==> config.mk <==
export PLATFORM = sky130hd
export DESIGN_NAME = spi_master
export DESIGN_NICKNAME = d
export VERILOG_FILES = /design/src/rtl/spi_pkg.sv /design/src/rtl/spi_clk_gen.sv /design/src/rtl/spi_master.sv
export SDC_FILE = /design/constraint.sdc
export NUM_CORES = 1
export LEC_CHECK = 0
export ABC_AREA = 1
export ABC_CLOCK_PERIOD_IN_PS = 1300
export CORE_MARGIN = 3
export CORE_UTILIZATION = 35
export DETAILED_ROUTE_END_ITERATION = 12
export PLACE_DENSITY_LB_ADDON = 0.25
export SYNTH_ARGS = -nofsm -noshare
export SYNTH_HDL_FRONTEND = slang
export SYNTH_SLANG_ARGS = --single-unit
==> constraint.sdc <==
create_clock -name clk -period 1.3 [get_ports clk]
set_input_delay 0.325 -clock clk [delete_from_list [all_inputs] [get_ports clk]]
set_output_delay 0.325 -clock clk [all_outputs]
set_load 0.01 [all_outputs]
==> src/rtl/spi_pkg.sv <==
// Shared SPI definitions used by spi_master and its clock generator.
package spi_pkg;

  typedef enum logic [1:0] {
    IDLE  = 2'd0,
    SETUP = 2'd1,
    XFER  = 2'd2,
    HOLD  = 2'd3
  } spi_state_t;

  // Mode 0: sclk idles low, data sampled on the rising sclk edge.
  localparam bit SPI_CPOL = 1'b0;
  localparam bit SPI_CPHA = 1'b0;

endpackage

==> src/rtl/spi_clk_gen.sv <==
// Half-period divider for the SPI master. The counter runs whenever the
// master is busy and wraps every CLK_DIV cycles (half_tc). sclk only
// toggles while sclk_en is high; otherwise it is held at its idle level.
module spi_clk_gen
  import spi_pkg::*;
#(
  parameter int CLK_DIV = 4
) (
  input  logic clk,
  input  logic reset_n,
  input  logic cnt_en,
  input  logic sclk_en,
  output logic half_tc,
  output logic rise_tick,
  output logic fall_tick,
  output logic sclk
);

  localparam int CNT_W = $clog2(CLK_DIV + 1);
  localparam logic [CNT_W-1:0] CNT_LAST = CNT_W'(CLK_DIV - 1);

  logic [CNT_W-1:0] cnt_q, cnt_d;
  logic             sclk_q, sclk_d;

  assign half_tc   = cnt_en && (cnt_q == CNT_LAST);
  assign rise_tick = sclk_en && half_tc && (sclk_q == SPI_CPOL);
  assign fall_tick = sclk_en && half_tc && (sclk_q != SPI_CPOL);
  assign sclk      = sclk_q;

  // Next counter value and next sclk level; counter parks at 0 when idle.
  always_comb begin
    cnt_d = '0;
    if (cnt_en && !half_tc) begin
      cnt_d = cnt_q + CNT_W'(1);
    end
    sclk_d = SPI_CPOL;
    if (sclk_en) begin
      sclk_d = half_tc ? ~sclk_q : sclk_q;
    end
  end

  // Divider counter and registered sclk.
  always_ff @(posedge clk or negedge reset_n) begin
    if (!reset_n) begin
      cnt_q  <= '0;
      sclk_q <= SPI_CPOL;
    end else begin
      cnt_q  <= cnt_d;
      sclk_q <= sclk_d;
    end
  end

endmodule

==> src/rtl/spi_master.sv <==
// SPI mode-0 master: shifts one DATA_W-bit word out on mosi while
// capturing miso, with a start/busy/done handshake toward the controller.
//
//   state | meaning
//   IDLE  | ss high, waiting for start
//   SETUP | ss low, first mosi bit presented, sclk low for CLK_DIV cycles
//   XFER  | 2*DATA_W sclk half-periods; sample miso on rise, shift mosi on fall
//   HOLD  | ss still low, sclk low for CLK_DIV cycles before releasing ss
module spi_master
  import spi_pkg::*;
#(
  parameter int DATA_W    = 8,
  parameter int CLK_DIV   = 4,
  parameter bit MSB_FIRST = 1'b1
) (
  input  logic              clk,
  input  logic              reset_n,
  input  logic              start,
  input  logic [DATA_W-1:0] tx_data,
  output logic              busy,
  output logic              done,
  output logic [DATA_W-1:0] rx_data,
  output logic              ss,
  output logic              sclk,
  output logic              mosi,
  input  logic              miso
);

  localparam int BIT_W = $clog2(DATA_W);
  localparam logic [BIT_W-1:0] BIT_LAST = BIT_W'(DATA_W - 1);

  spi_state_t        state_q, state_d;
  logic              ss_q, ss_d;
  logic              busy_q, busy_d;
  logic              done_q, done_d;
  logic              mosi_q, mosi_d;
  logic [DATA_W-1:0] tx_sh_q, tx_sh_d;
  logic [DATA_W-1:0] rx_sh_q, rx_sh_d;
  logic [DATA_W-1:0] rx_data_q, rx_data_d;
  logic [BIT_W-1:0]  bit_cnt_q, bit_cnt_d;

  logic half_tc, rise_tick, fall_tick;

  function automatic logic out_bit(input logic [DATA_W-1:0] w);
    return MSB_FIRST ? w[DATA_W-1] : w[0];
  endfunction

  function automatic logic [DATA_W-1:0] shift_out(input logic [DATA_W-1:0] w);
    return MSB_FIRST ? {w[DATA_W-2:0], 1'b0} : {1'b0, w[DATA_W-1:1]};
  endfunction

  function automatic logic [DATA_W-1:0] shift_in(input logic [DATA_W-1:0] w, input logic b);
    return MSB_FIRST ? {w[DATA_W-2:0], b} : {b, w[DATA_W-1:1]};
  endfunction

  spi_clk_gen #(
    .CLK_DIV (CLK_DIV)
  ) u_clk_gen (
    .clk       (clk),
    .reset_n   (reset_n),
    .cnt_en    (state_q != IDLE),
    .sclk_en   (state_q == XFER),
    .half_tc   (half_tc),
    .rise_tick (rise_tick),
    .fall_tick (fall_tick),
    .sclk      (sclk)
  );

  // Next-state and next-output computation for the transfer sequencer.
  always_comb begin
    state_d   = state_q;
    ss_d      = ss_q;
    busy_d    = busy_q;
    done_d    = 1'b0;
    mosi_d    = mosi_q;
    tx_sh_d   = tx_sh_q;
    rx_sh_d   = rx_sh_q;
    rx_data_d = rx_data_q;
    bit_cnt_d = bit_cnt_q;
    case (state_q)
      IDLE: begin
        if (start) begin
          mosi_d    = out_bit(tx_data);
          tx_sh_d   = shift_out(tx_data);
          rx_sh_d   = '0;
          bit_cnt_d = '0;
          ss_d      = 1'b0;
          busy_d    = 1'b1;
          state_d   = SETUP;
        end
      end
      SETUP: begin
        if (half_tc) state_d = XFER;
      end
      XFER: begin
        if (rise_tick) rx_sh_d = shift_in(rx_sh_q, miso);
        if (fall_tick) begin
          // The final fall ends the word; mosi keeps its last bit into HOLD.
          if (bit_cnt_q == BIT_LAST) begin
            state_d = HOLD;
          end else begin
            mosi_d    = out_bit(tx_sh_q);
            tx_sh_d   = shift_out(tx_sh_q);
            bit_cnt_d = bit_cnt_q + BIT_W'(1);
          end
        end
      end
      HOLD: begin
        if (half_tc) begin
          ss_d      = 1'b1;
          busy_d    = 1'b0;
          done_d    = 1'b1;
          rx_data_d = rx_sh_q;
          mosi_d    = 1'b0;
          state_d   = IDLE;
        end
      end
      default: state_d = IDLE;
    endcase
  end

  // Sequencer state, shift registers and registered pin/handshake outputs.
  always_ff @(posedge clk or negedge reset_n) begin
    if (!reset_n) begin
      state_q   <= IDLE;
      ss_q      <= 1'b1;
      busy_q    <= 1'b0;
      done_q    <= 1'b0;
      mosi_q    <= 1'b0;
      tx_sh_q   <= '0;
      rx_sh_q   <= '0;
      rx_data_q <= '0;
      bit_cnt_q <= '0;
    end else begin
      state_q   <= state_d;
      ss_q      <= ss_d;
      busy_q    <= busy_d;
      done_q    <= done_d;
      mosi_q    <= mosi_d;
      tx_sh_q   <= tx_sh_d;
      rx_sh_q   <= rx_sh_d;
      rx_data_q <= rx_data_d;
      bit_cnt_q <= bit_cnt_d;
    end
  end

  assign busy    = busy_q;
  assign done    = done_q;
  assign rx_data = rx_data_q;
  assign ss      = ss_q;
  assign mosi    = mosi_q;

endmodule

Yosys cells after proc, flatten, opt, wreduce, memory -nomap -nowiden
Cells that the tools add are included. Widths: inputs -> output; s select.

Bits in registers: 37. Bits of input ports: 12. Output and inout bits: 13. Word-level logic and storage cells: 76.

$add $sub $neg: 2. Equality and inequality tests: 13. Muxes and demuxes: 32. Bitwise gates (word level): 1. Reductions and logical operators: 17.

Operators with widths (number): $mux 8 (5); $pmux 8 s2 (2); $mux 3 (4); $ne 2x2->1 const B (6); $mux 1 (11); $mux 2 (5); $reduce_and 5->1 (2); $pmux 2 s4 (1); $add 3x1->3 const B (2); $pmux 3 s2 (1); $reduce_and 3->1 (2); $reduce_bool 2->1 (3); $logic_and 1x1->1 (5); $eq 2x2->1 const B (2); $ne 2x1->1 const B (2); $pmux 1 s2 (2); $reduce_and 4->1 (1); $eq 3x2->1 const B (1); $eq 3x3->1 const B (1); $pmux 1 s3 (1); $reduce_bool 3->1 (1); $eq 2x1->1 const B (1); $logic_not 2->1 (1); $reduce_and 2->1 (1); 2 further kinds (2).

Longest topological paths before layout
Gate-level depths: netlist (run 1).

Depth after elaboration: 6. Depth in mapped cells: 9. Gate-level depth less buffers: 9.

Hierarchy
Synthesis (run 1) repeated with hierarchy kept, for this count alone.

Cell total of the unflattened synthesis: 205. Area total of the unflattened synthesis: 1774.2 um^2.

Modules (own cells, without submodules): spi_master (instances 1, cells an instance 182, area an instance 1576.5 um^2); spi_clk_gen (instances 1, cells an instance 23, area an instance 197.7 um^2).

Least setup slack after synthesis (run 1)
Ideal clock, no wire load.

Path type: register -> register. Start point: reg state_q[0]. End point: reg rx_data_q[0] (netlist: rx_data[0]). Library setup time: 0.117 ns. Data arrival time: 1.319 ns. Required time: 1.183 ns. Path slack: -0.136 ns. Stages on the path, launching flop included: 9. Path buffers: 0. Cell sequence: dfrtp_1 inv_1 ha_1 inv_1 nand2_1 nor2_1 clkinv_1 nand2_1 nand2_1.

Word-level cells in the longest chain between the ends: 3.

RTL lines: from (decl) (line spi_master.sv:32) `spi_state_t state_q, state_d;`; from (signal assigned) (line spi_master.sv:135) `state_q <= state_d;`; $reduce_bool 2->1 (line spi_master.sv:61) `.cnt_en (state_q != IDLE),`; $logic_and 1x1->1 (line spi_clk_gen.sv:25) `assign half_tc = cnt_en && (cnt_q == CNT_LAST);`; $reduce_and 2->1 (no source line) (*); to (signal assigned) (line spi_master.sv:142) `rx_data_q <= rx_data_d;`; to (decl) (line spi_master.sv:39) `logic [DATA_W-1:0] rx_data_q, rx_data_d;`.

Every way passes the cells marked *; elsewhere a longest branch is shown, timed or not. A chain may end at the register's enable or synchronous reset.

Final worst setup path (run 1)
Start point: reg state_q[1]. End point: reg bit_cnt_q[2].

Word-level cells in the longest chain between the ends: 6.

RTL lines: $reduce_bool 2->1 (line spi_master.sv:61); $logic_and 1x1->1 (line spi_clk_gen.sv:25); $logic_and 1x1->1 (2 in a row) (line spi_clk_gen.sv:27) `assign fall_tick = sclk_en && half_tc && (sclk_q != SPI_CPOL);`; $ne 2x2->1 (no source line); $reduce_and 4->1 (no source line); to (signal assigned) (line spi_master.sv:143) `bit_cnt_q <= bit_cnt_d;`; to (decl) (line spi_master.sv:40) `logic [BIT_W-1:0] bit_cnt_q, bit_cnt_d;`.

Several ways; a longest one is shown, not always the timed one.

==> metrics.csv, run 1 <==
stage,metric,value,unit
global_route,initial antenna violation count,0,
logic_synthesis,Post-Syn Instances,216,
logic_synthesis,main combinational cell family by area after synthesis,simple AND/OR/NAND/NOR gates,
logic_synthesis,sequential area share after synthesis,0.513,
route,wire length per cell,11.3,um
cts,Root Driver,clkbuf_8,
power_and_ir_drop,Reg power frac,0.269,
sta,Slew headroom,0.797,
global_route,Overflow after GRT,0,
sta,Setup WS post-layout,-0.145,ns
cells_and_area,most frequent cells in the layout,"nand2_1 (90), dfrtp_1 (34), buf_4 (24)",
logic_synthesis,post-synthesis mux area share,0,
logic_synthesis,simple-gate area share of the yosys netlist,0.348,
power_and_ir_drop,combinational power share,0.590,
cells_and_area,diode count,0,
power_and_ir_drop,leak pwr,0.00137,uW
sta,fmax,692,MHz
cts,CTS sink cnt,36,
critical_path,CP max FO,10,
placement,I/O Buffers,24,
cells_and_area,sequential cell area,903,sq um
logic_synthesis,Area contributors post-synth,"dfrtp_1 (50%), nand2_1 (23%), ha_1 (6.4%)",
die,core box area,4790,sq um
cts,CTS max path bufs,2,
logic_synthesis,synth warn,0,
critical_path,Critical Path Source Type,flip-flop,
sta,clk_skew,0.00699,ns
cts,Worst-Skew Late Latency,0.29,ns
cells_and_area,fillers,442,
global_route,vias in the first global route,1466,
logic_synthesis,post-synthesis compound-gate area fraction,0.0164,
die,number of I/O pins,25,
logic_synthesis,post-synth cell types,21,
power_and_ir_drop,Sw Ratio,0.422,
route,total wire length,3.87,mm
route,DRC,0,
placement,hpwl dp,2.52,mm
route,vias,1520,
die,starting density of the core,0.368,
sta,Slew Limit Fails,0,
critical_path,worst setup path category,flip-flop to flip-flop,
route,number of vias per cell,4.46,
logic_synthesis,number of synthesized flops with an enable pin,0,
logic_synthesis,Post-synth ARST share,1.00,
critical_path,reg-to-reg endpoint,bit_cnt_q[2],
power_and_ir_drop,pwr/cell area,2100,nW/um^2
cells_and_area,Area Overhead vs Synth,52.8,%
power_and_ir_drop,Int Power,3270,uW
die,DIE AREA,5910,sq um
placement,dpl ws,-0.354,ns
placement,Placed Cells,323,
power_and_ir_drop,Clock Power Share,0.141,
sta,min cycle time layout,1.44,ns
placement,GPL Wtd Cong,0.761,
sta,Final Hold Vio Count,0,
global_route,first-pass GRT wire length,6.73,mm
worst_hold_path,Worst Hold Class,primary input to async pin,
logic_synthesis,Post-Synth XOR/XNOR Area,0,
critical_path,Worst Reg-to-Reg Cells,9,
route,Final ANT Viol Nets,0,
critical_path,Crit. End Element,flip-flop,
logic_synthesis,Yosys top cell area share,0.498,
critical_path,Worst EP required,1.48,ns
logic_synthesis,count of state elements after synthesis,36,
cells_and_area,multi-input logic area,1030,sq um
die,Die X,76.9,um
critical_path,CP max stage delay,0.44,ns
flow_run,Max Cap Violations,0,
cts,Clock transition at path regs,0.08,ns
critical_path,R2R Path Start,state_q[1],
cells_and_area,"most common cell after layout, fill and taps aside",nand2_1,
cells_and_area,layout cell share with drive strength beyond 1,0.358,
sta,setup violators final,32,
logic_synthesis,Syn Area/Cell,8.14,sq um
logic_synthesis,largest area contributor in the netlist,dfrtp_1,
logic_synthesis,synthesized area,1760,sq um
die,Rows,25,
cts,CTS tree,built,
power_and_ir_drop,Peak VDD IR,1.06,mV
critical_path,critical path's slowest cell,dfrtp_2,
route,Iter 0 DRT Violations,71,
sta,RSZ-0062 raised after global routing,true,
power_and_ir_drop,switching pwr,2380,uW
route,DRT Pass-1 Iters,4,
status,status,"complete, but fails checks",
global_route,largest net degree at the start of global routing,24,
cts,cts bufs inserted,5,
die,Die Span Y,76.9,um
logic_synthesis,Syn Nets,237,
logic_synthesis,Main synth FF type,dfrtp_1,
sta,final worst path period share,1.11,
status,violated checks,setup timing,
critical_path,worst-path cell chain,inv_2 > ha_4 > inv_6 > buf_12 > nand2_8 > nand2_8 > buf_12 > nand3b_1 > nand2_1,
critical_path,Critical Path AT,1.62,ns
sta,Slew @ Worst Pin,0.305,ns
global_route,Global Route Usage Sum,0.139,
critical_path,internal reg-to-reg setup slack,-0.14,ns
cells_and_area,fin nets,294,
cts,H-tree levels,2,
cells_and_area,non-filler cells in the finished layout,341,
logic_synthesis,Synth Area in Adders,0.0640,
## logic make-up (layout without fill, tap and decap cells)
family,after synthesis,after routing
AOI/OAI and AO/OA,4,4
buffers and inverters,21,78
and+or+nand+nor,146,147
adders and majority gates,9,9
DFF,36,36
## per-stage QoR
stage / hold slack, ns / setup TNS, ns / utilization / area, sq um / power, uW
finish: 0.371 / -3.76 / 0.562 / 2690 / 5660
global route: 0.387 / -6.60 / 0.562 / 2690 / 6100
CTS: 0.376 / -2.43 / 0.532 / 2550 / 5260
detailed placement: 0.425 / -7.31 / 0.474 / 2270 / 3890
global placement: 0.424 / -6.62 / 0.474 / 2270 / 3850
floorplan: 0.0294 / -0.695 / - / 1820 / 3090
## timing repair
action / 4_1_cts / 5_1_grt
buffers inserted: 3 / 6
pin swaps: 23 / 9
endpoints found under the setup margin: 45 / 40
cloned: 2 / 0
endpoints found under the hold margin: 0 / 0
gates resized for setup: 59 / 31
hold buffers: 0 / 0
## per-layer routing
layer  up-vias  GRT usage  wire [um]
met1       699      0.184       1870
met4         0     0.0399         20
met2        27      0.224       1820
met5         -          0          0
met3         5     0.0376        153
li1        789          -          -
## sequential cells by signal (all words and copies together) (netlist names)
signal	count
state_q	2
rx_data	8
busy	1
rx_sh_q	8
mosi	1
tx_sh_q	7
ss	1
bit_cnt_q	3
done	1
u_clk_gen.sclk	1
u_clk_gen.cnt_q	3
## power by group through the flow
stage	Sequential (uW)	Combinational [uW]	Clock [uW]
2_1_floorplan	1540	1560	0
3_3_place_gp	1530	2320	0
3_5_place_dp	1520	2370	0
4_1_cts	1510	2930	827
5_1_grt	1540	3680	874
6_report	1520	3340	797
## layout make-up
| cell class | count | area share |
|---|---|---|
| clock buffer | 5 | 0.0256 |
| clock inverter | 3 | 0.00698 |
| multi-input combinational | 160 | 0.383 |
| timing repair buffer | 56 | 0.193 |
| sequential | 36 | 0.336 |
| inverter | 14 | 0.0242 |
| tap | 67 | 0.0312 |
## how the worst max path moves through the flow
stage | from | to | slack (ns) | cells after the start
finish | state_q[1] | bit_cnt_q[2] | -0.14 | 9
global placement | start | state_q[1] | -0.32 | 9
floorplan | state_q[0] | bit_cnt_q[0] | -0.04 | 9
global route | state_q[0] | bit_cnt_q[1] | -0.26 | 9
CTS | bit_cnt_q[1] | bit_cnt_q[2] | -0.15 | 8
detailed placement | start | state_q[1] | -0.35 | 9
## critical path: cells and delay by family, from the launching register on
family / cells / cell delay (ns)
flops: 1 / 0.44
buf+inv: 4 / 0.41
simple gates: 4 / 0.31
fa+ha+maj: 1 / 0.18
## cells in the mapped netlist, drive strengths merged (2+ instances only)
cell      n
buf       7
dfrtp    35
ha        9
inv      13
nand2   109
nand3    12
nand3b    3
nand4     8
nor2     13
o21ai     2
o21bai    2
Note: power is estimated with default switching activity, not from simulation.
==> run 2: changes to the inputs <==
--- a/config.mk
+++ b/config.mk
@@ -7,7 +7,7 @@
 export LEC_CHECK = 0
 export ABC_AREA = 1
 export ABC_CLOCK_PERIOD_IN_PS = 1300
-export CORE_MARGIN = 3
+export CORE_MARGIN = 1
 export CORE_UTILIZATION = 35
 export DETAILED_ROUTE_END_ITERATION = 12
 export PLACE_DENSITY_LB_ADDON = 0.25
==> metrics.csv, run 2 (synthesis gave the netlist of run 1 again) <==
stage,metric,value,unit
critical_path,CP max stage delay,0.44,ns
global_route,vias in the first global route,1423,
sta,Slew headroom,0.852,
cells_and_area,most frequent cells in the layout,"nand2_1 (97), dfrtp_1 (34), buf_4 (27)",
sta,min cycle time layout,1.46,ns
cts,cts bufs inserted,5,
route,Final ANT Viol Nets,0,
sta,RSZ-0062 raised after global routing,true,
route,DRC,0,
sta,Final Hold Vio Count,0,
critical_path,internal reg-to-reg setup slack,-0.16,ns
cells_and_area,layout cell share with drive strength beyond 1,0.324,
placement,I/O Buffers,24,
power_and_ir_drop,Peak VDD IR,0.815,mV
cells_and_area,diode count,0,
die,DIE AREA,5310,sq um
cts,Worst-Skew Late Latency,0.29,ns
cts,H-tree levels,2,
global_route,Overflow after GRT,0,
sta,Setup WS post-layout,-0.158,ns
global_route,largest net degree at the start of global routing,37,
cts,Root Driver,clkbuf_8,
critical_path,Levels on crit path,8,
critical_path,worst-path cell chain,ha_4 > buf_4 > nand2_2 > nand2_2 > nor2_4 > buf_6 > nand3b_1 > nand2_1,
critical_path,Setup crit end,tx_sh_q[1],
cells_and_area,Finished Core Util,0.546,
sta,setup violators final,24,
sta,Slew Limit Fails,0,
die,Die Span Y,72.9,um
cells_and_area,non-filler cells in the finished layout,342,
cells_and_area,fin nets,295,
critical_path,worst setup path start,state_q[1],
global_route,Global Route Usage Sum,0.160,
cts,CTS sink cnt,36,
cells_and_area,Area Overhead vs Synth,48.5,%
sta,fmax,686,MHz
critical_path,Critical Path Source Type,flip-flop,
critical_path,Worst Reg-to-Reg Cells,8,
critical_path,Critical Path AT,1.69,ns
cts,CTS max path bufs,2,
critical_path,Crit. End Element,flip-flop,
route,total wire length,3.75,mm
global_route,initial antenna violation count,0,
die,Rows,25,
status,status,"complete, but fails checks",
route,Iter 0 DRT Violations,82,
critical_path,cell family with the largest share of critical-path delay,simple AND/OR/NAND/NOR gates,
worst_hold_path,Worst Hold Class,primary input to async pin,
power_and_ir_drop,pwr/cell area,2050,nW/um^2
die,starting density of the core,0.368,
power_and_ir_drop,leak pwr,0.00136,uW
placement,Placed Cells,325,
critical_path,reg-to-reg endpoint,tx_sh_q[1],
die,number of I/O pins,25,
status,violated checks,setup timing,
critical_path,Worst EP required,1.53,ns
cts,CTS tree,built,
cells_and_area,"most common cell after layout, fill and taps aside",nand2_1,
die,Die X,72.9,um
global_route,first-pass GRT wire length,6.39,mm
sta,clk_skew,0.00730,ns
sta,final worst path period share,1.12,
route,vias,1526,
route,DRT Pass-1 Iters,4,
route,number of vias per cell,4.46,
critical_path,CP max FO,6,
sta,Slew @ Worst Pin,0.222,ns
placement,dpl ws,-0.338,ns
critical_path,cell repeated most along the worst path,nand2_2,
cts,Clock transition at path regs,0.08,ns
critical_path,critical path's slowest cell,dfrtp_2,
critical_path,R2R Path Start,state_q[1],
critical_path,worst setup path category,flip-flop to flip-flop,
flow_run,Max Cap Violations,0,
placement,GPL Wtd Cong,0.765,
critical_path,CP bufs+invs,2,
placement,hpwl dp,2.34,mm
route,wire length per cell,11.0,um
die,core box area,4790,sq um
[run 2: cell types whose count changed in the layout (fill, tap and decap cells not counted), sizes merged]
cell	delta
buf	+1
clkdlybuf4s15	-1
dlygate4sd2	+1
[run 2: cell type report]
class / count / area [sq um]
Timing Repair Buffer: 57 / 524
Clock inverter: 3 / 18.8
Sequential cell: 36 / 903
Inverter: 14 / 62.6
Tap cell: 67 / 83.8
Clock buffer: 5 / 68.8
Fill cell: 425 / 2170
Multi-Input combinational cell: 160 / 951
[run 2: worst min path at each step]
stage          cells after the start               start                  to  slack [ns]
6_report                           2             reset_n          rx_data[4]        0.40
5_1_grt                            2             reset_n          rx_data[4]        0.42
4_1_cts                            2             reset_n          rx_data[4]        0.40
3_5_place_dp                       1  u_clk_gen.cnt_q[0]  u_clk_gen.cnt_q[0]        0.44
3_3_place_gp                       1  u_clk_gen.cnt_q[0]  u_clk_gen.cnt_q[0]        0.42
2_1_floorplan                      0             reset_n        bit_cnt_q[0]        0.03
[run 2: metal layers]
metal / track usage / up-vias / wire length (um)
met2: 0.255 / 25 / 1790
met3: 0.0483 / 5 / 134
li1: - / 791 / -
met5: 0 / - / 0
met1: 0.203 / 705 / 1770
met4: 0.0610 / 0 / 57
[run 2: report_power, final]
group          switching, uW  total (uW)  internal [uW]  leakage [uW]
Clock                    408         781            373     0.0000479
Combinational           1640        3030           1390      0.000835
Sequential               154        1530           1380      0.000477
[run 2: worst register-to-register path, delay by kind of cell (launching register included)]
kind,cells,cell delay [ns]
buffers and inverters,2,0.30
flip-flops,1,0.44
adder cells (fa/ha/maj),1,0.20
AND/OR/NAND/NOR,5,0.47
[run 2: stage by stage]
step | power (uW) | area [sq um] | hold WS, ns | setup TNS (ns)
after floorplan | 3090 | 1820 | 0.0294 | -0.695
after global placement | 3870 | 2300 | 0.423 | -6.58
after detailed placement | 3890 | 2300 | 0.439 | -6.94
after CTS | 5130 | 2520 | 0.400 | -2.77
after global routing | 5760 | 2610 | 0.418 | -4.74
final | 5340 | 2610 | 0.401 | -2.25
[run 2: what timing repair did]
| action | CTS | global route |
|---|---|---|
| pin swaps | 16 | 9 |
| hold buffers | 0 | 0 |
| buffers inserted | 3 | 4 |
| hold endpoints to repair | 0 | 0 |
| resized for setup | 47 | 21 |
| endpoints found under the setup margin | 44 | 40 |
| cloned | 2 | 0 |
==> run 3: changes to the inputs <==
--- a/config.mk
+++ b/config.mk
@@ -6,7 +6,7 @@
 export NUM_CORES = 1
 export LEC_CHECK = 0
 export ABC_AREA = 1
-export ABC_CLOCK_PERIOD_IN_PS = 1300
+export ABC_CLOCK_PERIOD_IN_PS = 1900
 export CORE_MARGIN = 1
 export CORE_UTILIZATION = 35
 export DETAILED_ROUTE_END_ITERATION = 12
==> constraint.sdc (replaced) <==
create_clock -name clk -period 1.9 [get_ports clk]
set_input_delay 0.475 -clock clk [delete_from_list [all_inputs] [get_ports clk]]
set_output_delay 0.475 -clock clk [all_outputs]
set_load 0.01 [all_outputs]
==> metrics.csv, run 3 (synthesis gave the netlist of run 1 again) <==
stage,metric,value,unit
global_route,largest net degree at the start of global routing,37,
global_route,grt met2 use,0.233,
cts,H-tree levels,2,
sta,RSZ-0062 raised after global routing,false,
flow_run,Max Cap Violations,0,
die,starting density of the core,0.368,
cells_and_area,fin nets,269,
worst_hold_path,Worst Hold Class,flip-flop to flip-flop,
status,status,finished clean,
route,number of vias per cell,4.41,
critical_path,CP max stage delay,0.53,ns
cts,CTS tree,built,
cells_and_area,most frequent cells in the layout,"nand2_1 (107), dfrtp_1 (35), clkdlybuf4s50_1 (24)",
route,DRT Pass-1 Iters,4,
sta,clk_skew,0.00732,ns
critical_path,Worst Reg-to-Reg Cells,9,
sta,Slew Limit Fails,0,
placement,GPL Wtd Cong,0.744,
cts,cts bufs inserted,5,
critical_path,Critical Path AT,1.34,ns
cells_and_area,Area Overhead vs Synth,23.9,%
critical_path,cell family with the largest share of critical-path delay,flip-flops,
sta,final hold slack,0.432,ns
global_route,Overflow after GRT,0,
critical_path,worst-path cell chain,clkdlybuf4s50_1,
sta,Slew @ Worst Pin,0.474,ns
power_and_ir_drop,pwr/cell area,1290,nW/um^2
cells_and_area,fillers,500,
critical_path,critical path's slowest cell,dfstp_2,
global_route,vias in the first global route,1328,
critical_path,Worst EP required,1.42,ns
power_and_ir_drop,Peak VDD IR,0.651,mV
sta,setup violators final,0,
placement,I/O Buffers,24,
critical_path,Levels on crit path,1,
cells_and_area,"most common cell after layout, fill and taps aside",nand2_1,
die,Die Span Y,72.9,um
placement,hpwl dp,2.29,mm
cells_and_area,diode count,0,
sta,Slew headroom,0.681,
cts,CTS sink cnt,36,
die,core box area,4790,sq um
critical_path,worst setup path category,flip-flop to output pin,
power_and_ir_drop,leak pwr,0.00117,uW
sta,Final Hold Vio Count,0,
route,vias,1392,
sta,fmax,550,MHz
critical_path,CP max FO,2,
die,Die X,72.9,um
sta,final worst path period share,0.956,
route,total wire length,3.24,mm
route,DRC,0,
die,DIE AREA,5310,sq um
critical_path,Crit. End Element,output pin,
critical_path,CP bufs+invs,1,
cells_and_area,layout cell share with drive strength beyond 1,0.104,
global_route,GR Util met1,0.188,
global_route,initial antenna violation count,0,
route,Iter 0 DRT Violations,36,
global_route,first-pass GRT wire length,5.86,mm
route,Final ANT Viol Nets,0,
global_route,Global Route Usage Sum,0.146,
sta,min cycle time layout,1.82,ns
die,number of I/O pins,25,
cts,Root Driver,clkbuf_8,
cts,CTS max path bufs,2,
cts,Worst-Skew Late Latency,0.29,ns
global_route,global route hottest layer,met2,
worst_hold_path,hold path cells,1,
route,wire length per cell,10.2,um
critical_path,Critical Path Source Type,flip-flop,
die,Rows,25,
global_route,met3 GRT Util,0.0539,
sta,total negative slack,0,ns
cts,Clock transition at path regs,0.07,ns
==> run 3: changes by cell type in the layout (fill, tap and decap cells not counted), sizes merged <==
cell           change
clkdlybuf4s15      -8
dlygate4sd2        -4
clkinv             -1
inv                +1
nand2              -1
buf               -26
clkdlybuf4s50     +13
==> run 3: what timing repair did <==
action | 4_1_cts | 5_1_grt
resized for setup | 0 | 1
setup buffers | 0 | 0
hold buffers | 0 | 0
endpoints found under the setup margin | 0 | 9
==> run 3: where the power goes <==
part | switching, uW | internal, uW
Combinational | 776 | 477
Clock | 279 | 255
Sequential | 89.2 | 941
==> run 3: layout make-up <==
class                           count  area, sq um  area share
Sequential cell                    36          902       0.414
Tap cell                           67         83.8      0.0385
Clock inverter                      3         18.8     0.00861
Clock buffer                        5         68.8      0.0316
Timing Repair Buffer               32          300       0.138
Inverter                           14         52.6      0.0241
Multi-Input combinational cell    159          753       0.346
==> run 3: final timing paths <==
check | slack, ns | startpoint | end
max | 0.08 | ss | ss
min | 0.43 | u_clk_gen.cnt_q[0] | u_clk_gen.cnt_q[0]
max reg2reg | 0.30 | state_q[0] | tx_sh_q[6]
min reg2reg | 0.43 | u_clk_gen.cnt_q[0] | u_clk_gen.cnt_q[0]
max in group asynchronous | 0.95 | reset_n | ss
min in group asynchronous | 0.61 | reset_n | rx_data[5]
==> run 3: per-stage QoR <==
step / cell area (sq um) / setup WS, ns / total power (uW) / utilization / std cells
detailed placement: 2090 / 0.115 / 2330 / 0.437 / 308
finish: 2180 / 0.0833 / 2820 / 0.455 / 316
CTS: 2180 / 0.0685 / 2880 / 0.455 / 316
global placement: 2090 / 0.122 / 2320 / 0.437 / 308
global route: 2180 / 0.0431 / 3090 / 0.455 / 316
floorplan: 1760 / 0.464 / 1980 / - / 216
==> run 3: per-layer routing <==
metal	wire, um	share of wire
met4	30	0.0093
met2	1480	0.46
met5	0	0
met1	1630	0.50
met3	99	0.031
